### src/rtl/exe_mem_excep_reg_pkg.sv
// Shared types for the EXE->MEM exception register: MIPS ExcCodes, access sizes,
// upstream flag bit positions and the squash state machine encoding.
package exe_mem_excep_reg_pkg;

    typedef enum logic [4:0] {
        EXC_INT  = 5'h00,
        EXC_ADEL = 5'h04,
        EXC_ADES = 5'h05,
        EXC_SYS  = 5'h08,
        EXC_BP   = 5'h09,
        EXC_RI   = 5'h0A,
        EXC_OV   = 5'h0C,
        EXC_TR   = 5'h0D
    } exccode_t;

    typedef enum logic [1:0] {
        SIZE_BYTE = 2'd0,
        SIZE_HALF = 2'd1,
        SIZE_WORD = 2'd2,
        SIZE_RSVD = 2'd3
    } mem_size_t;

    // Bit positions inside exe_exc_flags_i = {fetch_adel, ri, syscall, brk, ov}
    localparam int EXC_FLAG_OV         = 0;
    localparam int EXC_FLAG_BRK        = 1;
    localparam int EXC_FLAG_SYSCALL    = 2;
    localparam int EXC_FLAG_RI         = 3;
    localparam int EXC_FLAG_FETCH_ADEL = 4;
    localparam int EXC_FLAG_W          = 5;

    typedef enum logic {
        ST_RUN   = 1'b0,
        ST_BLOCK = 1'b1
    } state_t;

    // Reserved size 3 falls into the default arm and is checked like a word.
    function automatic logic addr_misaligned(input mem_size_t size, input logic [1:0] addr_lo);
        logic mis;
        case (size)
            SIZE_BYTE: mis = 1'b0;
            SIZE_HALF: mis = addr_lo[0];
            default:   mis = |addr_lo;
        endcase
        return mis;
    endfunction

endpackage

### src/rtl/exe_mem_excep_reg_exc_prio_enc.sv
// Combinational exception priority encoder: folds every EXE-stage exception
// source into one ExcCode plus the matching BadVAddr.
module exc_prio_enc
    import exe_mem_excep_reg_pkg::*;
(
    input  logic                 valid,
    input  logic [EXC_FLAG_W-1:0] exc_flags,
    input  logic                 trap,
    input  logic                 int_pending,
    input  logic                 data_misaligned,
    input  logic                 data_is_store,
    input  logic [31:0]          pc,
    input  logic [31:0]          data_addr,
    output logic                 exc_valid,
    output exccode_t             exc_code,
    output logic [31:0]          badvaddr
);

    always_comb begin
        exc_valid = 1'b0;
        exc_code  = EXC_INT;
        badvaddr  = 32'h0;
        if (valid) begin
            exc_valid = 1'b1;
            if (int_pending) begin
                exc_code = EXC_INT;
            end else if (exc_flags[EXC_FLAG_FETCH_ADEL]) begin
                exc_code = EXC_ADEL;
                badvaddr = pc;
            end else if (exc_flags[EXC_FLAG_RI]) begin
                exc_code = EXC_RI;
            end else if (exc_flags[EXC_FLAG_SYSCALL]) begin
                exc_code = EXC_SYS;
            end else if (exc_flags[EXC_FLAG_BRK]) begin
                exc_code = EXC_BP;
            end else if (exc_flags[EXC_FLAG_OV]) begin
                exc_code = EXC_OV;
            end else if (trap) begin
                exc_code = EXC_TR;
            end else if (data_misaligned) begin
                exc_code = data_is_store ? EXC_ADES : EXC_ADEL;
                badvaddr = data_addr;
            end else begin
                exc_valid = 1'b0;
            end
        end
    end

endmodule

### src/rtl/exe_mem_excep_reg.sv
// EXE->MEM pipeline register with exception resolution; after a faulting
// instruction is registered, younger instructions become bubbles until flush.
module exe_mem_excep_reg
    import exe_mem_excep_reg_pkg::*;
(
    input  logic        clk,
    input  logic        rst,
    input  logic        exe_valid_i,
    input  logic [31:0] exe_pc_i,
    input  logic [31:0] exe_result_i,
    input  logic        exe_in_delay_slot_i,
    input  logic [4:0]  exe_exc_flags_i,
    input  logic        trap_valid_i,
    input  logic        int_pending_i,
    input  logic        exe_mem_re_i,
    input  logic        exe_mem_we_i,
    input  logic [1:0]  exe_mem_size_i,
    input  logic        mem_stall_i,
    input  logic        flush_i,
    output logic        exe_allowin_o,
    output logic        mem_valid_o,
    output logic [31:0] mem_pc_o,
    output logic [31:0] mem_result_o,
    output logic        mem_in_delay_slot_o,
    output logic        mem_mem_re_o,
    output logic        mem_mem_we_o,
    output logic [1:0]  mem_mem_size_o,
    output logic        mem_exc_valid_o,
    output logic [4:0]  mem_exc_code_o,
    output logic [31:0] mem_badvaddr_o
);

    state_t      state_reg;
    logic        valid_reg;
    logic [31:0] pc_reg;
    logic [31:0] result_reg;
    logic        ds_reg;
    logic        re_reg;
    logic        we_reg;
    logic [1:0]  size_reg;
    logic        exc_valid_reg;
    logic [4:0]  exc_code_reg;
    logic [31:0] badvaddr_reg;

    logic        data_misaligned;
    logic        exc_valid;
    exccode_t    exc_code;
    logic [31:0] badvaddr;

    assign data_misaligned = (exe_mem_re_i || exe_mem_we_i)
                           && addr_misaligned(mem_size_t'(exe_mem_size_i), exe_result_i[1:0]);

    exc_prio_enc u_exc_prio_enc (
        .valid           (exe_valid_i),
        .exc_flags       (exe_exc_flags_i),
        .trap            (trap_valid_i),
        .int_pending     (int_pending_i),
        .data_misaligned (data_misaligned),
        .data_is_store   (exe_mem_we_i),
        .pc              (exe_pc_i),
        .data_addr       (exe_result_i),
        .exc_valid       (exc_valid),
        .exc_code        (exc_code),
        .badvaddr        (badvaddr)
    );

    assign exe_allowin_o = !mem_stall_i || flush_i;

    always_ff @(posedge clk) begin
        if (rst) begin
            state_reg     <= ST_RUN;
            valid_reg     <= 1'b0;
            pc_reg        <= 32'h0;
            result_reg    <= 32'h0;
            ds_reg        <= 1'b0;
            re_reg        <= 1'b0;
            we_reg        <= 1'b0;
            size_reg      <= 2'd0;
            exc_valid_reg <= 1'b0;
            exc_code_reg  <= 5'h0;
            badvaddr_reg  <= 32'h0;
        end else if (flush_i) begin
            // Whatever EXE holds this cycle is younger than the flushing instruction.
            state_reg     <= ST_RUN;
            valid_reg     <= 1'b0;
            re_reg        <= 1'b0;
            we_reg        <= 1'b0;
            exc_valid_reg <= 1'b0;
        end else if (!mem_stall_i) begin
            pc_reg       <= exe_pc_i;
            result_reg   <= exe_result_i;
            ds_reg       <= exe_in_delay_slot_i;
            size_reg     <= exe_mem_size_i;
            exc_code_reg <= exc_code;
            badvaddr_reg <= badvaddr;
            if (exe_valid_i && state_reg == ST_RUN) begin
                valid_reg     <= 1'b1;
                exc_valid_reg <= exc_valid;
                re_reg        <= exe_mem_re_i && !exc_valid;
                we_reg        <= exe_mem_we_i && !exc_valid;
                if (exc_valid) begin
                    state_reg <= ST_BLOCK;
                end
            end else begin
                valid_reg     <= 1'b0;
                exc_valid_reg <= 1'b0;
                re_reg        <= 1'b0;
                we_reg        <= 1'b0;
            end
        end
    end

    assign mem_valid_o         = valid_reg;
    assign mem_pc_o            = pc_reg;
    assign mem_result_o        = result_reg;
    assign mem_in_delay_slot_o = ds_reg;
    assign mem_mem_re_o        = re_reg;
    assign mem_mem_we_o        = we_reg;
    assign mem_mem_size_o      = size_reg;
    assign mem_exc_valid_o     = exc_valid_reg;
    assign mem_exc_code_o      = exc_code_reg;
    assign mem_badvaddr_o      = badvaddr_reg;

endmodule

### config.mk
export PLATFORM = sky130hd
export DESIGN_NAME = exe_mem_excep_reg
export DESIGN_NICKNAME = d
export VERILOG_FILES = /design/src/rtl/exe_mem_excep_reg_pkg.sv /design/src/rtl/exe_mem_excep_reg_exc_prio_enc.sv /design/src/rtl/exe_mem_excep_reg.sv
export SDC_FILE = /design/constraint.sdc
export NUM_CORES = 1
export LEC_CHECK = 0
export ABC_AREA = 1
export BUFFER_PORTS_ARGS = -buffer_cell sky130_fd_sc_hd__buf_2
export CORE_MARGIN = 8
export CORE_UTILIZATION = 49
export CTS_CLUSTER_DIAMETER = 30
export CTS_CLUSTER_SIZE = 8
export DETAILED_ROUTE_END_ITERATION = 6
export PLACE_DENSITY = 0.91
export RECOVER_POWER = 25
export REMOVE_ABC_BUFFERS = 1
export SLEW_MARGIN = 20
export SYNTH_ARGS = -nofsm -noshare
export SYNTH_HDL_FRONTEND = slang
export SYNTH_HIERARCHICAL = 1
export SYNTH_SLANG_ARGS = --single-unit
export TNS_END_PERCENT = 30
### constraint.sdc
create_clock -name clk -period 1.5 [get_ports clk]
set_input_delay 0.15 -clock clk [delete_from_list [all_inputs] [get_ports clk]]
set_output_delay 0.15 -clock clk [all_outputs]
set_load 0.02 [all_outputs]
* After elaboration in Yosys (flattened, before gate mapping)
Index checks and enable logic that the tools add are counted.
Widths: inputs -> output; s select.
** Storage, ports and cells
- Bits in registers :: 109
- Logic and storage cells :: 61
- Input port bits :: 81
- Bits in writable memories :: 0
- Memories kept :: 0
- ROM bits :: 0
- Latch bits :: 0
** Operators by class
- Reduce and logical (&&, ||, !) cells :: 13
- Multiplexer cells :: 33
- Add/sub/neg operators :: 0
- Shift operators :: 0
- Bitwise operators :: 3
- Eq/ne operators :: 1
- Div/mod/pow operators :: 0
- $lt $le $gt $ge :: 0
- Multipliers :: 0
** Operators by type and width (number)
- $mux 32 :: 9
- $mux 5 :: 9
- $mux 1 :: 14
- $logic_and 1x1->1 :: 4
- $reduce_or 2->1 :: 2
- $not 1->1 :: 3
- $reduce_and 3->1 :: 1
- $eq 2x1->1 const B :: 1
- $logic_not 1->1 :: 2
- $logic_not 2->1 :: 1
- $logic_or 1x1->1 :: 2
- $pmux 1 s2 :: 1
- $reduce_and 2->1 :: 1

* Longest topological paths before layout
Gate-level depths: netlist (run 1).
- Depth after elaboration :: 15
- Gate-level depth with buffers :: 9
- Gate-level depth less buffers :: 8

* Cells and area by module
Netlist (run 1), hierarchy kept.
** By module, submodules not included
- exe_mem_excep_reg :: area an instance 3809.9 sq um, instances 1, cells an instance 483
- exc_prio_enc :: area an instance 939.7 sq um, instances 1, cells an instance 202

* Least setup slack after synthesis (run 1)
Ideal clock, no wire load.
- Path kind :: input -> register
- Start point :: input port exe_mem_we_i
- End point :: register badvaddr_reg[12] (netlist: mem_badvaddr_o[12])
- Data required time :: 1436 ps
- Path buffers :: 1
- Cell stages on the path :: 9
- Arrival :: 1137 ps
- Slack :: 298 ps
- Cells stage by stage :: nor2_1 nor3_1 nand2_2 buf_2 nor2_1 nand2_1 a21oi_1 nor2_1 nor2_1
** Between the ends
- Longest elaborated chain between the ends :: 11
** RTL lines
- from (decl) :: RTL line exe_mem_excep_reg.sv:16 : input logic exe_mem_we_i,
- $logic_or 1x1->1 :: RTL line exe_mem_excep_reg.sv:50 : assign data_misaligned = (exe_mem_re_i || exe_mem_we_i)
- $logic_and 1x1->1 :: RTL line exe_mem_excep_reg.sv:51 : && addr_misaligned(mem_size_t'(exe_mem_size_i), exe_result_i[1:0]);
- named net data_misaligned :: RTL line exe_mem_excep_reg.sv:45 : logic data_misaligned;
- $mux 32 :: RTL line exe_mem_excep_reg_exc_prio_enc.sv:40 : end else if (data_misaligned) begin
- $mux 32 :: RTL line exe_mem_excep_reg_exc_prio_enc.sv:38 : end else if (trap) begin
- $mux 32 :: RTL line exe_mem_excep_reg_exc_prio_enc.sv:36 : end else if (exc_flags[EXC_FLAG_OV]) begin
- $mux 32 :: RTL line exe_mem_excep_reg_exc_prio_enc.sv:34 : end else if (exc_flags[EXC_FLAG_BRK]) begin
- $mux 32 :: RTL line exe_mem_excep_reg_exc_prio_enc.sv:32 : end else if (exc_flags[EXC_FLAG_SYSCALL]) begin
- $mux 32 :: RTL line exe_mem_excep_reg_exc_prio_enc.sv:30 : end else if (exc_flags[EXC_FLAG_RI]) begin
- $mux 32 :: RTL line exe_mem_excep_reg_exc_prio_enc.sv:27 : end else if (exc_flags[EXC_FLAG_FETCH_ADEL]) begin
- $mux 32 :: RTL line exe_mem_excep_reg_exc_prio_enc.sv:25 : if (int_pending) begin
- $mux 32 :: RTL line exe_mem_excep_reg_exc_prio_enc.sv:23 : if (valid) begin
- named net badvaddr[12] :: RTL line exe_mem_excep_reg.sv:48 : logic [31:0] badvaddr;
- to (signal assigned) :: RTL line exe_mem_excep_reg.sv:95 : badvaddr_reg <= badvaddr;
- to (decl) :: RTL line exe_mem_excep_reg.sv:43 : logic [31:0] badvaddr_reg;
The timed path passes the listed nets, and every way through them passes these cells.
A chain may end at the register's enable or synchronous reset.

* Worst setup path in the final report (run 1)
- Start point :: input port mem_stall_i
- End point :: register result_reg[24] (netlist: mem_result_o[24])
** Between the ends
- Longest elaborated chain between the ends :: 2
** RTL lines
- from (decl) :: RTL line exe_mem_excep_reg.sv:18 : input logic mem_stall_i,
- $not 1->1 (no source line)
- $reduce_and 2->1 (no source line)
- to (signal assigned) :: RTL line exe_mem_excep_reg.sv:91 : result_reg <= exe_result_i;
- to (decl) :: RTL line exe_mem_excep_reg.sv:36 : logic [31:0] result_reg;
No other way between the ends.

==> impl_metrics.toml, run 1 <==
[global_route]
grt_pass1_wl_um = 22400
global_route.usage.total = 0.207
first_global_vias = 4606
grt_max_degree = 71
grt_remaining_overflow = 0
number_of_antenna_violations_at_the_first_check_in_global_routing = 0

[run_status]
outcome = "finished, final reports clean"

[place]
gpl.final_weighted_congestion = 0.831
count_of_buffers_from_port_buffering = 189
post-dp-hpwl_um = 9860
post_dp_cell_area_um2 = 5750
placed_cells = 975

[drt]
drt_iter0_markers = 388
post_drt_via_cell_ratio = 4.83
antenna_violating_nets_post_route = 0
route.detailed.wl_per_inst_um = 14.0
finalWirelength_um = 13800
drc = 0
via_count = 4788
detailedRoute.firstPassIterationCount = 4

[die]
initial_core_utilization = 0.495
row_count = 36
dieArea_um2 = 13100
placeableCoreArea_um2 = 9590
die_w_um = 114
die_height_um = 114
boundaryPins = 190

[critical_path]
critPathKind = "in -> reg"
worst_path_cell_trace = "clkbuf_1 -> nor2_1 -> clkinv_2 -> buf_4 -> nor2_1 -> nor2_1"
reg2reg_from = "state_reg$_SDFFE_PP0P_"
cp_max_fo = 51
endpoint_kind = "flip-flop"
critical-path-top-delay-family = "buffers and inverters"
critical-path-max-stage-delay_ps = 390
crit_slowest_cell = "sky130_fd_sc_hd__nor2_1"
timing.critical_path.required_ps = 1740
timing.critical_path.buf_inv = 3
timing.critical_path.mode_cell = "sky130_fd_sc_hd__nor2_1"
data_arrival_critical_path_ps = 1410
critPathLaunchType = "primary input"
startpoint = "mem_stall_i"

[synthesis]
synthDistinctLibCells = 23
postSynthCellCount = 685
synth_top_cells_by_area = "sky130_fd_sc_hd__dfxtp_1 (46%), sky130_fd_sc_hd__nor2_1 (20%), sky130_fd_sc_hd__o21ai_0 (7.6%), sky130_fd_sc_hd__nand2_1 (5.8%), sky130_fd_sc_hd__o21ai_1 (3.5%)"
synth.avg_cell_area_um2 = 6.93
mappedNetlistArea_um2 = 4750
post-synth-top-area-fraction = 0.459
synth_seq_area_share = 0.459
synth_register_bits = 109
synth_top_cell_by_area = "sky130_fd_sc_hd__dfxtp_1"
ys.warnings.count = 6

[clocking]
tritoncts = "yes"
ctsHoldBuffers = 0
postCtsSetupRepairBufs = 0
clkSinkCount = 109
clockRootBuffer = "sky130_fd_sc_hd__clkbuf_8"
clockBufferDepth = 2
clock_latency_reported_for_the_late_side_of_the_worst_skew_pair_ps = 350
cts.clk_slew.worst_paths_ps = 100
h_tree_lvl_count = 3
numCtsBuffers = 9
cts_resized = 0

[power]
p_total_mw = 5.91
power.density_nw_per_um2 = 1000
standby_leakage_power_nw = 3.09
peakVddDrop_mv = 0.647

[layout]
postLayoutCellArea_um2 = 5910
areaGrowthSynthToFinish_pct = 24.4
instances_no_fill = 991
post_route_cells_drive_above_1_share = 0.283
finish.net_count = 934
fillCellCount = 912
antennaDiodeCount = 0

[sta]
tightestPinTransition_ps = 527
finClkSkew_ps = 9.01
timing.final.crit_share = 0.781
fin_worst_hold_slack_ps = 21.2
max_freq_mhz = 853
max-slew-margin-rel = 0.649
min_period_ps = 1170
finalSetupViolCount = 0
hold_viol = 0
rsz_0062_raised_after_global_routing = "no"
tns_ps = 0
report.final.slew_viol_count = 0

[worst_hold_path]
hold_start = "exe_in_delay_slot_i"
worst_hold_path_type = "in -> reg"

[job]
maxcap_violations = 0
## worst min-delay path, cell delays in order
cell and delay, ps:
sky130_fd_sc_hd__buf_2 80, sky130_fd_sc_hd__nor2_1 30, sky130_fd_sc_hd__nor2_1 80
## per-stage QoR
step	util	worst slack, ps
floorplan	-	-851
global placement	0.599	154
detailed placement	0.599	86.9
CTS	0.618	440
global route	0.616	207
finish	0.616	328
## cells by family (layout without fill, tap and decap cells)
group / count (synthesis) / count (layout) / synth area share
buffers and inverters: 93 / 266 / 0.0975
and+or+nand+nor: 336 / 336 / 0.275
AOI/OAI and AO/OA: 146 / 146 / 0.168
other: 1 / 1 / 0.000790
DFF: 109 / 109 / 0.459
## synth_stat cells, drive strengths merged
| cell | number |
|---|---|
| o21a | 1 |
| inv | 46 |
| buf | 30 |
| nor2 | 252 |
| o21ai | 105 |
| dfxtp | 109 |
| a21oi | 40 |
| nand4 | 1 |
| nand2 | 76 |
| nand3 | 5 |
| clkbuf | 17 |
| nor3 | 2 |
| conb | 1 |
## path summary, 6_finish.rpt
| kind | endpoint | slack [ps] | cells after the start |
|---|---|---|---|
| max | mem_result_o[24]$_SDFFE_PP0P_ | 330 | 6 |
| min reg2reg | state_reg$_SDFFE_PP0P_ | 460 | 2 |
| max reg2reg | mem_exc_valid_o$_SDFFE_PP0N_ | 650 | 3 |
| min | mem_in_delay_slot_o$_SDFFE_PP0P_ | 20 | 3 |
## report_power, final
group	switching (mW)	total, mW	internal [mW]
Clock	0.978	1.64	0.663
Sequential	0.0847	3.16	3.07
Combinational	0.736	1.11	0.374
Total	1.80	5.91	4.11
## metal layers
layer / vias up / wire length (um) / GRT usage
met3: 14 / 1120 / 0.0591
met1: 2154 / 5980 / 0.253
met5: - / 0 / 0
met4: 0 / 146 / 0.0488
met2: 154 / 6580 / 0.349
li1: 2466 / - / -
## cells in the final DEF, fill, tap and decap left out
cell type	Yosys	final
sky130_fd_sc_hd__a21oi_1	23	23
sky130_fd_sc_hd__a21oi_2	17	17
sky130_fd_sc_hd__buf_12	0	4
sky130_fd_sc_hd__buf_2	16	188
sky130_fd_sc_hd__buf_4	1	11
sky130_fd_sc_hd__clkbuf_1	17	3
sky130_fd_sc_hd__clkbuf_8	0	10
sky130_fd_sc_hd__clkinv_2	0	1
sky130_fd_sc_hd__clkinv_4	0	1
sky130_fd_sc_hd__clkinvlp_4	0	2
sky130_fd_sc_hd__conb_1	1	1
sky130_fd_sc_hd__dfxtp_1	109	109
sky130_fd_sc_hd__inv_1	43	42
sky130_fd_sc_hd__inv_2	3	3
sky130_fd_sc_hd__inv_6	0	1
sky130_fd_sc_hd__nand2_1	74	73
sky130_fd_sc_hd__nand2_2	2	3
sky130_fd_sc_hd__nand3_1	5	5
sky130_fd_sc_hd__nand4_1	1	1
sky130_fd_sc_hd__nor2_1	249	250
sky130_fd_sc_hd__nor2_2	1	1
sky130_fd_sc_hd__nor2_8	1	1
sky130_fd_sc_hd__nor3_1	2	2
sky130_fd_sc_hd__o21a_1	1	1
sky130_fd_sc_hd__o21ai_0	72	73
sky130_fd_sc_hd__o21ai_1	33	32
## layout make-up
class                           instances  area [um2]  area share
Timing Repair Buffer                  204        1110       0.187
Sequential cell                       109        2180       0.369
Inverter                               46         174      0.0294
Tap cell                              133         166      0.0282
Clock buffer                           12         145      0.0246
Clock inverter                          4        32.5     0.00551
Multi-Input combinational cell        483        2100       0.355
No activity file was read; power rests on OpenSTA's default activity.
==> run 2: changes to the inputs <==
==> constraint.sdc (replaced) <==
create_clock -name clk -period 1.2 [get_ports clk]
set_input_delay 0.12 -clock clk [delete_from_list [all_inputs] [get_ports clk]]
set_output_delay 0.12 -clock clk [all_outputs]
set_load 0.02 [all_outputs]
==> run 2 against run 1 <==
Compared with the run above: cell count rose by 5.3%; sequential share of layout area decreased by 3.2 points; global-route usage grew 2.4 points; core utilization increased by 5.9 points; power grew 31%; wire length rose by 11%; clock skew decreased by 6.7 ps; worst setup slack worse by 190 ps; sequential cell count stayed put; register-to-register slack worse by 330 ps; critical path type unchanged; critical endpoint is now mem_badvaddr_o[18]$_SDFFE_PP0P_; largest power group unchanged.
==> impl_metrics.toml, run 2 (synthesis results as in run 1) <==
[run_status]
outcome = "finished, final reports clean"

[layout]
final_core_utilization = 0.674
finish.net_count = 986
fillCellCount = 798
post_route_cells_drive_above_1_share = 0.278
mostFrequentLayoutCell = "sky130_fd_sc_hd__nor2_1"
instances_no_fill = 1044
final_cell_mix = "sky130_fd_sc_hd__nor2_1 (250), sky130_fd_sc_hd__buf_2 (188), sky130_fd_sc_hd__dfxtp_1 (109)"
postLayoutCellArea_um2 = 6470
areaGrowthSynthToFinish_pct = 36.2

[clocking]
cts.clk_slew.worst_paths_ps = 100
clockBufferDepth = 2
clock_latency_reported_for_the_late_side_of_the_worst_skew_pair_ps = 350
clockRootBuffer = "sky130_fd_sc_hd__clkbuf_8"
numCtsBuffers = 9
clkSinkCount = 109
postCtsSetupRepairBufs = 0
h_tree_lvl_count = 3
tritoncts = "yes"

[drt]
finalWirelength_um = 15300
drt_iter0_markers = 352
antenna_violating_nets_post_route = 0
post_drt_via_cell_ratio = 4.93
drc = 0
detailedRoute.firstPassIterationCount = 5
route.detailed.wl_per_inst_um = 14.7
via_count = 5144

[die]
die_height_um = 114
dieArea_um2 = 13100
row_count = 36
initial_core_utilization = 0.495
die_w_um = 114
placeableCoreArea_um2 = 9590
boundaryPins = 190

[worst_hold_path]
worst_hold_path_type = "in -> reg"

[power]
power.density_nw_per_um2 = 1200
p_total_mw = 7.76
standby_leakage_power_nw = 3.35
peakVddDrop_mv = 0.683

[sta]
hold_viol = 0
min_period_ps = 1060
max_freq_mhz = 944
fin_worst_hold_slack_ps = 19.0
timing.final.crit_share = 0.883
tns_ps = 0
final_critical_path_setup_slack_ps = 140
finClkSkew_ps = 2.26
report.final.slew_viol_count = 0
tightestPinTransition_ps = 514
rsz_0062_raised_after_global_routing = "no"
finalSetupViolCount = 0
max-slew-margin-rel = 0.657

[critical_path]
timing.critical_path.required_ps = 1490
cp_max_fo = 32
critPathKind = "in -> reg"
endpoint_kind = "flip-flop"
data_arrival_critical_path_ps = 1350
critPathLaunchType = "primary input"

[place]
gpl.final_weighted_congestion = 0.813
count_of_buffers_from_port_buffering = 189
dp_slack_ps = -222
placed_cells = 984
post_dp_cell_area_um2 = 5860
post-dp-hpwl_um = 10000

[job]
maxcap_violations = 0

[global_route]
first_global_vias = 5128
grt_use_met3 = 0.0580
globalRouteMet1Util = 0.267
grt_remaining_overflow = 0
grt-busiest-layer = "met2"
grt_max_degree = 74
number_of_antenna_violations_at_the_first_check_in_global_routing = 0
globalRouteMet2Util = 0.395
global_route.usage.total = 0.231
grt_pass1_wl_um = 24700
-- run 2: path summary, 6_finish.rpt --
path                                      from                              end  slack [ps]  cells after the start
hold / removal                exe_result_i[29]    mem_result_o[29]$_SDFFE_PP0P_          20                      3
hold reg to reg   mem_exc_valid_o$_SDFFE_PP0N_     mem_exc_valid_o$_SDFFE_PP0N_         460                      2
setup reg to reg        state_reg$_SDFFE_PP0P_           state_reg$_SDFFE_PP0P_         320                      3
setup / recovery                  exe_mem_re_i  mem_badvaddr_o[18]$_SDFFE_PP0P_         140                     11
-- run 2: critical path: stages --
cell and delay [ps]:
sky130_fd_sc_hd__buf_2 100, sky130_fd_sc_hd__nor2_1 40, sky130_fd_sc_hd__nor3_1 170, sky130_fd_sc_hd__buf_4 150, sky130_fd_sc_hd__nand2_2 70, sky130_fd_sc_hd__buf_12 180, sky130_fd_sc_hd__nor2_1 100, sky130_fd_sc_hd__nand2_1 80
sky130_fd_sc_hd__a21oi_1 150, sky130_fd_sc_hd__nor2_1 60, sky130_fd_sc_hd__nor2_1 110
-- run 2: power breakdown --
| part | total (mW) | switching, mW | internal (mW) |
|---|---|---|---|
| logic | 1.55 | 0.966 | 0.587 |
| registers | 3.95 | 0.113 | 3.84 |
| clock network | 2.25 | 1.26 | 0.991 |
| total | 7.76 | 2.34 | 5.42 |
-- run 2: what timing repair did --
action                                 CTS  global route
gates resized for setup                  0             0
endpoints found under the hold margin   43             0
hold buffers                            43             0
-- run 2: routing by layer --
| layer | routed length (um) | part of all wire |
|---|---|---|
| met5 | 0 | 0 |
| met4 | 332 | 0.022 |
| met3 | 1220 | 0.080 |
| met2 | 7350 | 0.48 |
| met1 | 6420 | 0.42 |
-- run 2: final cells by class --
type | instances | area (um2) | share of cell area
well taps | 133 | 166 | 0.0257
diodes | 1 | 2.50 | 0.000387
inverters | 46 | 174 | 0.0269
clock inverters | 6 | 71.3 | 0.0110
clock buffers | 10 | 128 | 0.0197
flip-flops and latches | 109 | 2180 | 0.337
repair buffers | 256 | 1650 | 0.254
multi-input cells | 483 | 2100 | 0.325
